`config.mk`:
```
export PLATFORM = sky130hd
export DESIGN_NAME = fft_stage_sequencer
export DESIGN_NICKNAME = d
export VERILOG_FILES = /design/src/rtl/fft_stage_sequencer.sv
export SDC_FILE = /design/constraint.sdc
export NUM_CORES = 1
export LEC_CHECK = 0
export ABC_AREA = 1
export CELL_PAD_IN_SITES_DETAIL_PLACEMENT = 1
export CELL_PAD_IN_SITES_GLOBAL_PLACEMENT = 1
export CORE_MARGIN = 4
export CORE_UTILIZATION = 32
export CTS_CLUSTER_DIAMETER = 100
export CTS_CLUSTER_SIZE = 14
export DETAILED_ROUTE_END_ITERATION = 8
export PLACE_DENSITY_LB_ADDON = 0.1
export SLEW_MARGIN = 5
export SYNTH_ARGS = -nofsm -noshare
export SYNTH_HDL_FRONTEND = slang
export SYNTH_SLANG_ARGS = --single-unit
```
`constraint.sdc`:
```
create_clock -name clk_MAC -period 1.7 [get_ports clk_MAC]
set_clock_uncertainty 0.15 [all_clocks]
set_input_delay 0.34 -clock clk_MAC [delete_from_list [all_inputs] [get_ports clk_MAC]]
set_output_delay 0.34 -clock clk_MAC [all_outputs]
set_load 0.005 [all_outputs]
```
`src/rtl/fft_stage_sequencer.sv`:
```
// fft_stage_sequencer
// Control sequencer for the radix-2 FFT butterfly bank. It walks the datapath
// through LOAD, then NUM_STAGES passes of (RUN for MAC_CYCLES phases, one WB
// write-back cycle), then a one-cycle DONE pulse. Every output is a flop that
// loads the value belonging to the state being entered. Each output therefore
// changes on the same edge as the state it describes.

module fft_stage_sequencer #(
    parameter int NUM_STAGES = 5,   // log2 of FFT size, 1..7
    parameter int MAC_CYCLES = 4    // clk_MAC cycles per butterfly MAC, 2..8
) (
    input  logic                  clk_MAC,
    input  logic                  rst,
    input  logic                  start,
    input  logic                  abort,
    output logic                  in_load,
    output logic [2:0]            count,
    output logic [2:0]            count_reg,
    output logic                  flag,
    output logic [2:0]            stage,
    output logic                  stage_we,
    output logic [NUM_STAGES-1:0] tw_stride,
    output logic                  busy,
    output logic                  done
);

    // State encoding is kept as plain constants so it can be probed and
    // matched against older netlists.
    localparam logic [2:0] S_IDLE = 3'd0;
    localparam logic [2:0] S_LOAD = 3'd1;
    localparam logic [2:0] S_RUN  = 3'd2;
    localparam logic [2:0] S_WB   = 3'd3;
    localparam logic [2:0] S_DONE = 3'd4;

    localparam logic [2:0]            LAST_COUNT = 3'(MAC_CYCLES - 1);
    localparam logic [2:0]            LAST_STAGE = 3'(NUM_STAGES - 1);
    localparam logic [NUM_STAGES-1:0] STRIDE_ONE = NUM_STAGES'(1);

    logic [2:0] state;
    logic [2:0] state_n;
    logic [2:0] count_n;
    logic [2:0] stage_n;

    // Next-state, next-phase and next-stage selection; abort overrides everything.
    always_comb begin
        // NOTE: every signal gets a default before the case so no path leaves it
        // unassigned, which would otherwise infer a latch.
        state_n = state;
        count_n = 3'd0;
        stage_n = stage;

        case (state)
            S_IDLE: begin
                stage_n = 3'd0;
                if (start) begin
                    state_n = S_LOAD;
                end
            end
            S_LOAD: begin
                stage_n = 3'd0;
                state_n = S_RUN;
            end
            S_RUN: begin
                if (count == LAST_COUNT) begin
                    state_n = S_WB;
                end else begin
                    count_n = count + 3'd1;
                end
            end
            S_WB: begin
                if (stage == LAST_STAGE) begin
                    state_n = S_DONE;
                end else begin
                    stage_n = stage + 3'd1;
                    state_n = S_RUN;
                end
            end
            S_DONE: begin
                stage_n = 3'd0;
                state_n = S_IDLE;
            end
            default: begin
                stage_n = 3'd0;
                state_n = S_IDLE;
            end
        endcase

        if (abort) begin
            state_n = S_IDLE;
            count_n = 3'd0;
            stage_n = 3'd0;
        end
    end

    // State register and registered outputs, decoded from the state being entered.
    always_ff @(posedge clk_MAC or negedge rst) begin
        if (!rst) begin
            state     <= S_IDLE;
            count     <= 3'd0;
            count_reg <= 3'd0;
            stage     <= 3'd0;
            in_load   <= 1'b0;
            stage_we  <= 1'b0;
            flag      <= 1'b0;
            busy      <= 1'b0;
            done      <= 1'b0;
            tw_stride <= STRIDE_ONE << LAST_STAGE;
        end else begin
            // NOTE: non-blocking assignments here so count_reg picks up the old
            // count while count itself takes its new value on the same edge.
            state     <= state_n;
            count     <= count_n;
            count_reg <= count;
            stage     <= stage_n;
            in_load   <= (state_n == S_LOAD);
            stage_we  <= (state_n == S_WB);
            flag      <= (state_n == S_RUN) && (count_n == LAST_COUNT);
            busy      <= (state_n != S_IDLE);
            done      <= (state_n == S_DONE);
            tw_stride <= STRIDE_ONE << (LAST_STAGE - stage_n);
        end
    end

endmodule

```
* After elaboration in Yosys (flattened, before gate mapping)
Index checks and enable logic that the tools add are counted.
** Operators by class
- $add $sub $neg :: 3
- $mul :: 0
- Divide/modulo/power cells :: 0
- $lt $le $gt $ge :: 0
- Equal/unequal tests :: 10
- Shift operators :: 1
- Muxes and demuxes :: 11
- Bitwise gates (word level) :: 0
- Reduce and logical (&&, ||, !) cells :: 3
** Operator list (number)
- 3-bit two-way mux :: 9
- 3-bit by 2-bit equality test with 1-bit output (second input constant) :: 6
- 3-bit case mux with 4 select lines :: 1
- 3-bit by 1-bit adder with 3-bit output (second input constant) :: 2
- 3-bit by 1-bit equality test with 1-bit output (second input constant) :: 2
- 3-bit equality test (second input constant) :: 2
- 3-bit case mux with 2 select lines :: 1
- 1-bit by 3-bit left shift with 5-bit output (first input constant) :: 1
- 3-bit zero test :: 1
- 3-bit nonzero test :: 1
- 3-bit subtractor (first input constant) :: 1
- 1-bit logical AND :: 1
** Storage, ports and cells
- Register bits after elaboration :: 22
- Latch bits :: 0
- Bits in writable memories :: 0
- Bits in read-only memories :: 0
- Input bits :: 4
- Output and inout bits :: 19
- Logic and storage cells :: 38
- Memories :: 0

* Logic depth before layout (Yosys ltp)
- Depth in word-level cells :: 6
- Mapped depth :: 10

* Worst setup path before layout
Ideal clock, no wire load.
- Path type :: reg-to-reg
- Start point :: reg stage[0]
- End point :: reg tw_stride[2]
- Setup time :: 120 ps
- Arrival :: 1548 ps
- Required time :: 1430 ps
- Slack :: -118 ps
- Stages on the path, launching flop included :: 11
- Path buffers :: 0
- Period minus slack after synthesis :: 1818 ps
- Cell sequence :: dfrtp_1 inv_1 ha_1 nand2_1 nand2_1 nand3_2 a21oi_2 nor2_1 ha_1 nand3_2 nor2_1
** Between the ends
- Longest elaborated chain between the ends :: 6
- Elaborated cells on any way between the ends :: 7
- Those cells by class :: add/sub: 2; eq/ne: 1; shift: 1; mux: 3
** RTL lines
- from (decl) :: RTL line 20 : output logic [2:0] stage,
- from (signal assigned) :: RTL line 114 : stage <= stage_n;
- 3-bit by 1-bit adder with 3-bit output / 3-bit equality test (equally long branches) :: RTL line 74, 71
- 3-bit two-way mux :: RTL line 71 : if (stage == LAST_STAGE) begin
- 3-bit case mux with 2 select lines * :: RTL line 52 : case (state)
- 3-bit two-way mux * :: RTL line 88 : if (abort) begin
- named net stage_n[0] :: RTL line 42 : logic [2:0] stage_n;
- 3-bit subtractor * :: RTL line 120 : tw_stride <= STRIDE_ONE << (LAST_STAGE - stage_n);
- 1-bit by 3-bit left shift with 5-bit output * :: RTL line 120
- to (signal assigned) :: RTL line 107 : tw_stride <= STRIDE_ONE << LAST_STAGE;
- to (signal assigned) :: RTL line 120
- to (decl) :: RTL line 22 : output logic [NUM_STAGES-1:0] tw_stride,
Mark *: on every way through the listed nets, which the timed path passes. The rest lies on a longest branch.

* Worst setup path in the final report
Ends and elaborated chain as after synthesis.

==> run_results.csv <==
group,metric,value,unit
logic_synthesis,synth.net_count,99,
layout,final_cells,177,
logic_synthesis,synth_top_flop_cell,"dfrtp_1",
drt,drt-initial-drc-count,10,
timing,setup_violations,3,
timing,rsz0062_at_grt,"yes",
logic_synthesis,yosys-top-cells-count,"21 x dfrtp_1, 16 x nand2_1, 11 x nor2_1, 10 x inv_1, 5 x ha_1",
logic_synthesis,synth_edf_count,0,
outcome,outcome,"finished with violations",
power_and_ir_drop,p_switching,0.222,mW
die,dieArea,3800,sq um
logic_synthesis,syn_area,922,sq um
worst_setup_path,crit_required,1.80,ns
worst_setup_path,r2r_start,"stage[0]$_DFF_PN0_",
drt,dr.pass1.iters,4,
die,num_rows,19,
run,maxCapViolations,0,
layout,fill_cells,313,
timing,post-route-min-period,1.81,ns
logic_synthesis,seq_area_frac_synth,59.8,%
cts,cts-root-buf,"clkbuf_4",
timing,relSlewSlack,81.7,%
worst_setup_path,crit_start,"stage[0]$_DFF_PN0_",
grt,grt_pass1_vias,898,
drt,vias_per_cell,4.57,
logic_synthesis,synth-compound-area-share,2.85,%
logic_synthesis,synthAdderAreaFrac,6.78,%
timing,timing.fmax,0.554,GHz
placed_design,io_buffers,22,
logic_synthesis,yosys_warnings,0,
worst_setup_path,rr_endpoint,"tw_stride[2]$_DFF_PN0_",
grt,grt_pass1_wl,3950,um
power_and_ir_drop,comb_power_share,10.3,%
grt,antenna_found_initial,0,
power_and_ir_drop,pwr-share-seq,58.1,%
logic_synthesis,synth_area_leaders,"dfrtp_1 57%, ha_1 6.8%, nand2_1 6.5%, nor2_1 4.5%, inv_1 4.1%",
layout,finalCoreUtilization,56.9,%
layout,largest_reg_flops,6,
logic_synthesis,synthMuxAreaShare,0,%
layout,antennaDiodeCount,0,
logic_synthesis,synth_largest_area_cell,"dfrtp_1",
worst_hold_path,holdCritPathClass,"input port to async pin",
cts,worst_skew_pair.late_latency,0.31,ns
worst_setup_path,reg2reg_depth,10,
timing,finalCritPeriodShare,106,%
logic_synthesis,synth.avg_cell_area,10.2,sq um
worst_setup_path,crit_arrival,1.91,ns
layout,area_growth,70.3,%
timing,tightest_slew,0.275,ns
power_and_ir_drop,clockPowerShare,31.6,%
placed_design,dpl.cell_count,162,
worst_setup_path,r2r_slack,-0.11,ns
grt,grt-ovfl-total,0,
logic_synthesis,synth_top_family_by_area,"simple AND/OR/NAND/NOR gates",
die,die_x,61.7,um
placed_design,dp_hpwl,1780,um
drt,antenna_left,0,
worst_setup_path,path_class,"register to register",
drt,drc_errors,0,
logic_synthesis,ys_async_sr_fraction,100,%
logic_synthesis,synth_top_cell_area_share,57.0,%
worst_setup_path,cp-end-kind,"register",
layout,drive_gt1_share,43.8,%
drt,met1_length,921,um
cts,cts_buffers,3,
die,num_io_pins,23,
die,die_height,61.7,um
power_and_ir_drop,finalPower,0.934,mW
outcome,violations,"negative setup slack",
power_and_ir_drop,p_sw_share,23.7,%
drt,wl_per_cell,14.3,um
cts,h-tree-depth,1,
cts,cts_tree,"done",
timing,slew_viol_final,0,
drt,routed_wl,2530,um
logic_synthesis,synthCells,90,
grt,grt_max_degree,23,
power_and_ir_drop,worst_ir_drop_vdd,0.000492,V
worst_setup_path,start_kind,"register",
grt,gr-usage-all-layers,14.8,%
cts,cts.sinks,22,
die,coreArea,2760,sq um
logic_synthesis,synth-xor-area-share,0,%
timing,setup_ws,-0.106,ns
worst_setup_path,path_cells,"inv_2 > ha_4 > nand2_4 > nand2_4 > nand3_4 > a21oi_4 > nor2_4 > ha_4 > nand3_4 > nor2_2",
logic_synthesis,yosysMostFrequentCell,"dfrtp_1",
power_and_ir_drop,p_int,0.712,mW
drt,highest-signal-layer,"met4",
cts,path_clk_slew,0.13,ns
logic_synthesis,synth_cell_types,21,
die,initial_core_util,33.4,%
worst_setup_path,path_max_fanout,4,
power_and_ir_drop,p_leak,0.900,nW
cts,cts_buffer_depth,2,
power_and_ir_drop,power_density,595,nW/um^2
drt,num_vias,809,
timing,finalSetupTns,-0.276,ns
layout,final_nets,156,
logic_synthesis,ys_ff_latch,22,
placed_design,gp_routability_congestion,0.794,
timing,hold_viol_final,0,
worst_setup_path,slowest_stage,"dfrtp_2",
logic_synthesis,synthSimpleGateAreaFrac,24.4,%
drt,wl_met2,1430,um
worst_setup_path,slowest_delay,0.46,ns
drt,wl_met3,112,um
## per-stage QoR
| stage | setup WS, ns | instance area [sq um] | hold WS [ns] |
|---|---|---|---|
| 2_1_floorplan | -0.103 | 927 | -0.106 |
| 3_3_place_gp | -0.187 | 1330 | 0.242 |
| 3_5_place_dp | -0.257 | 1330 | 0.258 |
| 4_1_cts | -0.159 | 1460 | 0.208 |
| 5_1_grt | -0.187 | 1570 | 0.203 |
| 6_report | -0.106 | 1570 | 0.201 |
## worst max-delay path, delay by kind of cell (launching register included)
kind	cells	cell delay (ns)
compound gates	1	0.19
flops	1	0.46
buf+inv	1	0.09
simple gates	6	0.43
fa+ha+maj	2	0.43
## area by class of cell
cell class	instances	area, sq um	share of cell area [%]
sequential	22	553	35.2
multi-input combinational	55	422	26.9
tap	31	38.8	2.47
clock buffer	4	36.3	2.31
inverter	12	45.0	2.87
timing repair buffer	53	475	30.3
## power by group through the flow
stage               logic [mW]  clock network (mW)  registers [mW]
CTS                     0.0939               0.302           0.542
global route             0.109               0.332           0.544
floorplan               0.0328                   0           0.552
detailed placement      0.0892                   0           0.553
finish                  0.0962               0.295           0.542
global placement        0.0873                   0           0.552
## worst max-delay path by stage
| stage | to | slack [ns] | depth (start not counted) |
|---|---|---|---|
| floorplan | tw_stride[2]$_DFF_PN0_ | -0.10 | 10 |
| global placement | tw_stride[3]$_DFF_PN0_ | -0.19 | 8 |
| detailed placement | tw_stride[1]$_DFF_PN0_ | -0.26 | 10 |
| CTS | tw_stride[1]$_DFF_PN0_ | -0.16 | 10 |
| global route | tw_stride[2]$_DFF_PN0_ | -0.19 | 10 |
| finish | tw_stride[2]$_DFF_PN0_ | -0.11 | 10 |
## cell families (layout without fill, tap and decap cells)
kind of cell | after synthesis | after routing
fa+ha+maj | 5 | 5
buf+inv | 13 | 69
flops | 22 | 22
compound gates | 4 | 4
simple gates | 46 | 46
## cell usage in the layout (no fill, tap or decap)
master,count
nor2_2,4
clkdlybuf4s50_1,10
nand3_4,2
ha_1,1
dfrtp_1,20
dfrtp_2,1
nor4_1,3
clkbuf_8,1
nor2_4,2
a21oi_1,1
nand2_1,13
nand2_4,2
clkbuf_4,3
a21o_1,1
nand4_1,1
dlymetal6s2s_1,9
a21oi_4,1
nor2_1,8
dfstp_2,1
clkbuf_2,1
buf_2,1
inv_1,7
nand3_2,1
inv_2,5
nand3_1,2
buf_4,28
nor3_1,3
dlygate4sd2_1,1
nand2_2,4
and2_1,1
ha_4,4
o21ai_1,1
buf_6,3
## timing repair
action,in CTS,in global routing
pin swaps,12,10
setup endpoints to repair,11,14
gates resized for setup,19,23
buffers inserted,9,4
hold buffers,0,0
## routing by layer
metal,track usage [%],vias to the layer above
met5,0,-
met4,8.48,0
met3,3.14,6
met2,27.5,20
met1,15.0,390
li1,-,393
Note: power is estimated with default switching activity, not from simulation.
